**src/rtl/execute_alu.sv**
```systemverilog
// Execute-stage ALU: single-cycle integer ops plus a multi-cycle MUL
// sequenced by an IDLE/BUSY/DONE FSM with kill and async reset.
module execute_alu #(
  parameter int unsigned MUL_LATENCY = 4
) (
  input  logic        clk,
  input  logic        reset,
  input  logic        start,
  input  logic        kill,
  input  logic [3:0]  op,
  input  logic [31:0] src_a,
  input  logic [31:0] src_b,
  output logic [31:0] result,
  output logic        ready,
  output logic        busy
);

  typedef enum logic [1:0] {IDLE = 2'd0, BUSY = 2'd1, DONE = 2'd2} state_t;

  localparam logic [3:0] LOAD_CNT = 4'(MUL_LATENCY - 1);
  localparam logic [3:0] OP_MUL   = 4'd9;

  state_t      r_state, w_next;
  logic [3:0]  r_cnt, w_cnt_next;
  logic [31:0] r_a, r_b, r_product;
  logic [31:0] w_alu, w_mul_a, w_mul_b, w_mul;
  logic        w_accept, w_load_product, w_clear_product;

  assign w_accept = (r_state == IDLE) && start && (op == OP_MUL) && !kill;

  // With MUL_LATENCY=2 the product is captured straight from the inputs at acceptance
  assign w_mul_a = (r_state == IDLE) ? src_a : r_a;
  assign w_mul_b = (r_state == IDLE) ? src_b : r_b;
  assign w_mul   = w_mul_a * w_mul_b;

  always_comb begin
    w_alu = 32'd0;
    case (op)
      4'd0:    w_alu = src_a + src_b;
      4'd1:    w_alu = src_a - src_b;
      4'd2:    w_alu = src_a & src_b;
      4'd3:    w_alu = src_a | src_b;
      4'd4:    w_alu = src_a ^ src_b;
      4'd5:    w_alu = {31'd0, ($signed(src_a) < $signed(src_b))};
      4'd6:    w_alu = src_a << src_b[4:0];
      4'd7:    w_alu = src_a >> src_b[4:0];
      4'd8:    w_alu = 32'($signed(src_a) >>> src_b[4:0]);
      default: w_alu = 32'd0;
    endcase
  end

  always_comb begin
    w_next          = r_state;
    w_cnt_next      = r_cnt;
    w_load_product  = 1'b0;
    w_clear_product = 1'b0;
    case (r_state)
      IDLE: begin
        if (w_accept) begin
          w_cnt_next = LOAD_CNT;
          if (LOAD_CNT == 4'd1) begin
            w_next         = DONE;
            w_load_product = 1'b1;
          end else begin
            w_next = BUSY;
          end
        end else begin
          w_next = IDLE;
        end
      end
      BUSY: begin
        if (kill) begin
          w_next          = IDLE;
          w_cnt_next      = 4'd0;
          w_clear_product = 1'b1;
        end else begin
          w_cnt_next = r_cnt - 4'd1;
          if (r_cnt == 4'd2) begin
            w_next         = DONE;
            w_load_product = 1'b1;
          end else begin
            w_next = BUSY;
          end
        end
      end
      DONE: begin
        w_next          = IDLE;
        w_cnt_next      = 4'd0;
        w_clear_product = kill;
      end
      default: begin
        w_next     = IDLE;
        w_cnt_next = 4'd0;
      end
    endcase
  end

  always_ff @(posedge clk or posedge reset) begin
    if (reset) begin
      r_state   <= IDLE;
      r_cnt     <= 4'd0;
      r_a       <= 32'd0;
      r_b       <= 32'd0;
      r_product <= 32'd0;
    end else begin
      r_state <= w_next;
      r_cnt   <= w_cnt_next;
      if (w_accept) begin
        r_a <= src_a;
        r_b <= src_b;
      end
      if (w_load_product) begin
        r_product <= w_mul;
      end else if (w_clear_product) begin
        r_product <= 32'd0;
      end
    end
  end

  // Reset overrides the combinational result path so outputs settle without a clock
  always_comb begin
    result = w_alu;
    ready  = 1'b1;
    busy   = 1'b0;
    if (reset) begin
      result = 32'd0;
    end else begin
      case (r_state)
        IDLE: begin
          ready = !w_accept;
        end
        BUSY: begin
          busy   = 1'b1;
          ready  = kill;
          result = 32'd0;
        end
        DONE: begin
          result = kill ? 32'd0 : r_product;
        end
        default: begin
          result = 32'd0;
        end
      endcase
    end
  end

endmodule

```
**config.mk**
```make
export PLATFORM = sky130hd
export DESIGN_NAME = execute_alu
export DESIGN_NICKNAME = d
export VERILOG_FILES = /design/src/rtl/execute_alu.sv
export SDC_FILE = /design/constraint.sdc
export NUM_CORES = 2
export LEC_CHECK = 0
export CAP_MARGIN = 0
export CORE_ASPECT_RATIO = 0.8
export CORE_UTILIZATION = 52
export DETAILED_ROUTE_END_ITERATION = 16
export PLACE_DENSITY_LB_ADDON = 0.08
export RECOVER_POWER = 25
export SLEW_MARGIN = 30
export SYNTH_ARGS = -nofsm -noshare
export SYNTH_HDL_FRONTEND = slang
export SYNTH_SLANG_ARGS = --single-unit
export TNS_END_PERCENT = 10
```
**constraint.sdc**
```tcl
create_clock -name clk -period 25.1 [get_ports clk]
set_clock_uncertainty 0.1 [all_clocks]
set_input_delay 5.02 -clock clk [delete_from_list [all_inputs] [get_ports clk]]
set_output_delay 5.02 -clock clk [all_outputs]
set_load 0.005 [all_outputs]
```
After elaboration in Yosys (flattened, before gate mapping)

Index checks and enable logic that the tools add are counted.

Eq/ne operators: 13
$lt $le $gt $ge: 1
Bitwise logic cells: 3
Shift operators: 3
Add/subtract/negate cells: 3
$mul: 1
Multiplexer cells: 24
Reductions and logical operators: 8

Operator list:

| kind                 | number |
|---|---|
| $pmux W32 S9         | 1 |
| $mux W32             | 6 |
| $pmux W32 S2         | 1 |
| $add A32 B32 Y32     | 1 |
| $and A32 B32 Y32     | 1 |
| $lt A32 B32 Y1       | 1 |
| $mul A32 B32 Y32     | 1 |
| $or A32 B32 Y32      | 1 |
| $shl A32 B5 Y32      | 1 |
| $shr A32 B5 Y32      | 1 |
| $sshr A32 B5 Y32     | 1 |
| $sub A32 B32 Y32     | 1 |
| $xor A32 B32 Y32     | 1 |
| $eq A4 B3 Y1 const B | 4 |
| $eq A4 B2 Y1 const B | 3 |
| $eq A4 B4 Y1 const B | 2 |
| $mux W1              | 8 |
| $mux W4              | 2 |
| $pmux W4 S2          | 1 |
| $eq A4 B1 Y1 const B | 1 |
| $logic_not A4 Y1     | 1 |
| $mux W2              | 2 |
| $pmux W1 S2          | 2 |
| $pmux W2 S2          | 1 |
| other kinds (8)      | 11 |

Input port bits: 72
Word-level logic and storage cells: 61
Register bits: 102
Output and inout port bits: 34

Longest topological paths before layout

Depth after elaboration: 7
Gate-level depth with buffers: 34

Worst setup path after synthesis

No wires, ideal clock.

Path type: input port to output port
From: input src_b[2]
To: output result[30]
Stages: 16
Path slack: 11.509 ns
Arrival: 8.471 ns
Buffers on the path: 4
Path through: buf_2 > inv_2 > buf_1 > clkbuf_1 > ha_1 > buf_2 > a211oi_2 > o21ai_1 > a221oi_2 > a21oi_1 > a21oi_2 > o21ai_1 > a41o_1 > o211ai_1 > a21oi_1 > a2111oi_0

Word-level cells in the longest chain between the ends: 4

RTL lines:

| what                                           | line | RTL |
|---|---|---|
| start: declaration                             | 12   | `input logic [31:0] src_b,` |
| $sub A32 B32 Y32, or another cell as far along | 40   | `4'd1: w_alu = src_a - src_b;` |
| $pmux W32 S9 (*)                               | 38   | `case (op)` |
| $pmux W32 S2 (*)                               | 128  | `case (r_state)` |
| $mux W32 (*)                                   | 125  | `if (reset) begin` |
| end: declaration                               | 13   | `output logic [31:0] result,` |

Every way passes the cells marked *; elsewhere a longest branch is shown, timed or not.

Final worst setup path

From: input reset
To: output result[26]

Word-level cells in the longest chain between the ends: 1

RTL lines:

| what               | line | RTL |
|---|---|---|
| start: declaration | 7    | `input logic reset,` |
| $mux W32           | 125  |  |

No other way between the ends.

==> impl_metrics.env <==
export IMPL_vias=26275
export IMPL_dp_hpwl_um=91090
export IMPL_die_x_um=264.3
export IMPL_first_global_vias=25866
export IMPL_worst_pin_slew_ns=3.088
export IMPL_min_path_cells=2
export IMPL_relSlewSlack_pct=-105.9
export IMPL_mostFrequentLayoutCells="nor2_1, inv_1, fa_1"
export IMPL_final_area_um2=30660
export IMPL_setup_violations=0
export IMPL_wire_per_inst_um=29.00
export IMPL_antenna_found_initial=13
export IMPL_synth_cells=3359
export IMPL_grt_pass1_wl_um=172700
export IMPL_max_freq_mhz=59.71
export IMPL_fin_crit_sh_pct=66.72
export IMPL_cts_made_buffers=9
export IMPL_ys_seq_area_share_pct=8.920
export IMPL_cts_max_path_buffers=2
export IMPL_synthAdderAreaFrac_pct=38.52
export IMPL_ys_warnings_count=0
export IMPL_syn_nets=4066
export IMPL_cts_clk_slew_worst_paths_ns=0.07
export IMPL_cp_max_fo=53
export IMPL_start_util_pct=52.89
export IMPL_cts_tree="done"
export IMPL_cts_sinks=102
export IMPL_globalplace_congestion=1.042
export IMPL_h_tree_depth=3
export IMPL_firstDrtPassIters=6
export IMPL_areaGrowthSynthToFinish_pct=7.158
export IMPL_rsz0062_at_grt="false"
export IMPL_drt_wl_total_um=117700
export IMPL_worstSkewPairLatency_ns=0.36
export IMPL_globalRouteMet2Util_pct=58.68
export IMPL_synth_compound_area_share_pct=13.43
export IMPL_violations="max-capacitance violations, max-slew violations"
export IMPL_synth_area_mux_share_pct=12.56
export IMPL_synth_top_family_by_area="adder cells"
export IMPL_critPathArrivalTime_ns=11.63
export IMPL_core_um2=54110
export IMPL_final_util_pct=56.67
export IMPL_routed_via_density=6.473
export IMPL_globalRoute_busiestLayer="met1"
export IMPL_ys_seq_elements=102
export IMPL_cp_start_kind="input pin"
export IMPL_slew_violations=142
export IMPL_ctsResizeCount=0
export IMPL_synth_simple_gate_area_share_pct=14.63
export IMPL_place_inst=4034
export IMPL_layout_commonest_cell="nor2_1"
export IMPL_io_pin_count=106
export IMPL_hold_viol=0
export IMPL_timing_final_crit_period_ns=16.75
export IMPL_grt_overflow=0
export IMPL_portBuffers=105
export IMPL_ant_nets=0
export IMPL_clockRootBuffer="clkbuf_16"
export IMPL_die_area_um2=55980
export IMPL_drtIter0Drc=3210
export IMPL_tns_ns=0
export IMPL_syn_area_um2=28620
export IMPL_cp_end_kind="primary output"
export IMPL_dpl_cell_area_um2=30330
export IMPL_hold_buffers=0
export IMPL_path_class="in -> out"
export IMPL_drcViolationCount=0
export IMPL_reg2regPathDepth=26
export IMPL_final_cells=4059
export IMPL_synth_cell_types=84
export IMPL_dieHeight_um=211.8
export IMPL_required_ns=19.98
export IMPL_cts_setup_buffers=0
export IMPL_hold_path_class="reg -> reg"
export IMPL_grt_max_degree=69
export IMPL_syn_area_per_cell_um2=8.519
export IMPL_rows=76
export IMPL_cap_violations=3
export IMPL_synth_edf_count=0
export IMPL_final_nets=4050
export IMPL_grt_util_met1_pct=59.19
export IMPL_synthXorXnorAreaFrac_pct=2.663
export IMPL_drive_gt1_share_pct=9.857
export IMPL_status="complete, but fails checks"
export IMPL_grt_usage_pct=42.43
export IMPL_grt_use_met3_pct=17.54
export IMPL_synth_async_reset_ratio_pct=100.0
export IMPL_synth_ff_type="dfrtp_1"
-- worst max-delay path: stages --
cell and delay (ns):
dlygate4sd3_1 0.52, clkbuf_1 1.43, clkinvlp_2 2.83, nand3_1 1.02
o21ai_0 0.25, clkdlybuf4s50_1 0.51
-- through the flow --
stage | hold slack, ns | setup slack [ns]
6_report | 0.3976 | 8.353
5_1_grt | 0.4145 | 7.864
4_1_cts | 0.3955 | 10.21
3_5_place_dp | 0.3777 | 10.26
3_3_place_gp | 0.3700 | 10.28
2_1_floorplan | 0.3484 | 11.51
-- area by class of cell --
| type | instances | area [um^2] |
|---|---|---|
| diodes | 9 | 22.52 |
| clock buffers | 12 | 266.5 |
| clock inverters | 4 | 52.55 |
| fillers | 4914 | 23440 |
| inverters | 479 | 1799 |
| multi-input cells | 2577 | 23570 |
| flip-flops and latches | 102 | 2552 |
| well taps | 702 | 878.3 |
| repair buffers | 174 | 1526 |
-- cell usage after synthesis (all sizes together), types with 9 or more instances --
cell type	instances	share of area, %
and3	9	0.20
nor3	26	0.45
nand3	24	0.42
or2	19	0.42
mux4	58	4.6
o21bai	22	0.58
nor2	491	6.4
o221ai	11	0.34
clkbuf	159	2.1
buf	42	0.91
a311oi	10	0.31
nand2b	36	0.79
nor2b	22	0.48
a22oi	17	0.45
a221oi	23	0.73
mux2i	97	3.4
fa	410	29
o22ai	13	0.28
a31oi	17	0.37
a21oi	186	3.3
a21o	19	0.50
xnor2	71	2.2
ha	225	9.8
and2	13	0.28
xor2	16	0.49
mux2	116	4.6
dfrtp	102	8.9
or3	17	0.37
o211ai	18	0.49
nand2	303	4.0
a211oi	20	0.56
o21ai	130	2.3
inv	478	6.3
o31ai	17	0.46
-- registers in the layout, indices dropped and copies added, names as in the netlist --
name	count
r_a	32
r_state	2
r_b	32
r_product	32
r_cnt	4
-- worst paths after layout --
check                             start  slack, ns       endpoint
setup reg to reg             r_state[0]      15.11  r_product[31]
hold / removal             r_product[9]       0.40   r_product[9]
hold reg to reg            r_product[9]       0.40   r_product[9]
setup / recovery                  reset       8.35     result[26]
max in group asynchronous         reset      14.19        r_b[23]
min in group asynchronous         reset       6.94  r_product[20]
-- routing by layer --
layer  routed length (um)  vias up  part of all wire, %
li1                     -    11035                    -
met2                47090     1655                   40
met3                17170      262                   15
met5                   56        -                0.048
met1                48700    13313                   41
met4                 4682       10                  4.0
-- cells by family after synthesis --
logic type | after synthesis
XOR/XNOR | 87
flip-flops | 102
AO/OA/AOI/OAI | 592
buffers and inverters | 680
adder cells (fa/ha/maj) | 635
multiplexers | 271
AND/OR/NAND/NOR | 992
Power is left out: the tool's default activity adds up to more than one toggle a clock period on the data nets, which glitch-free logic cannot reach.
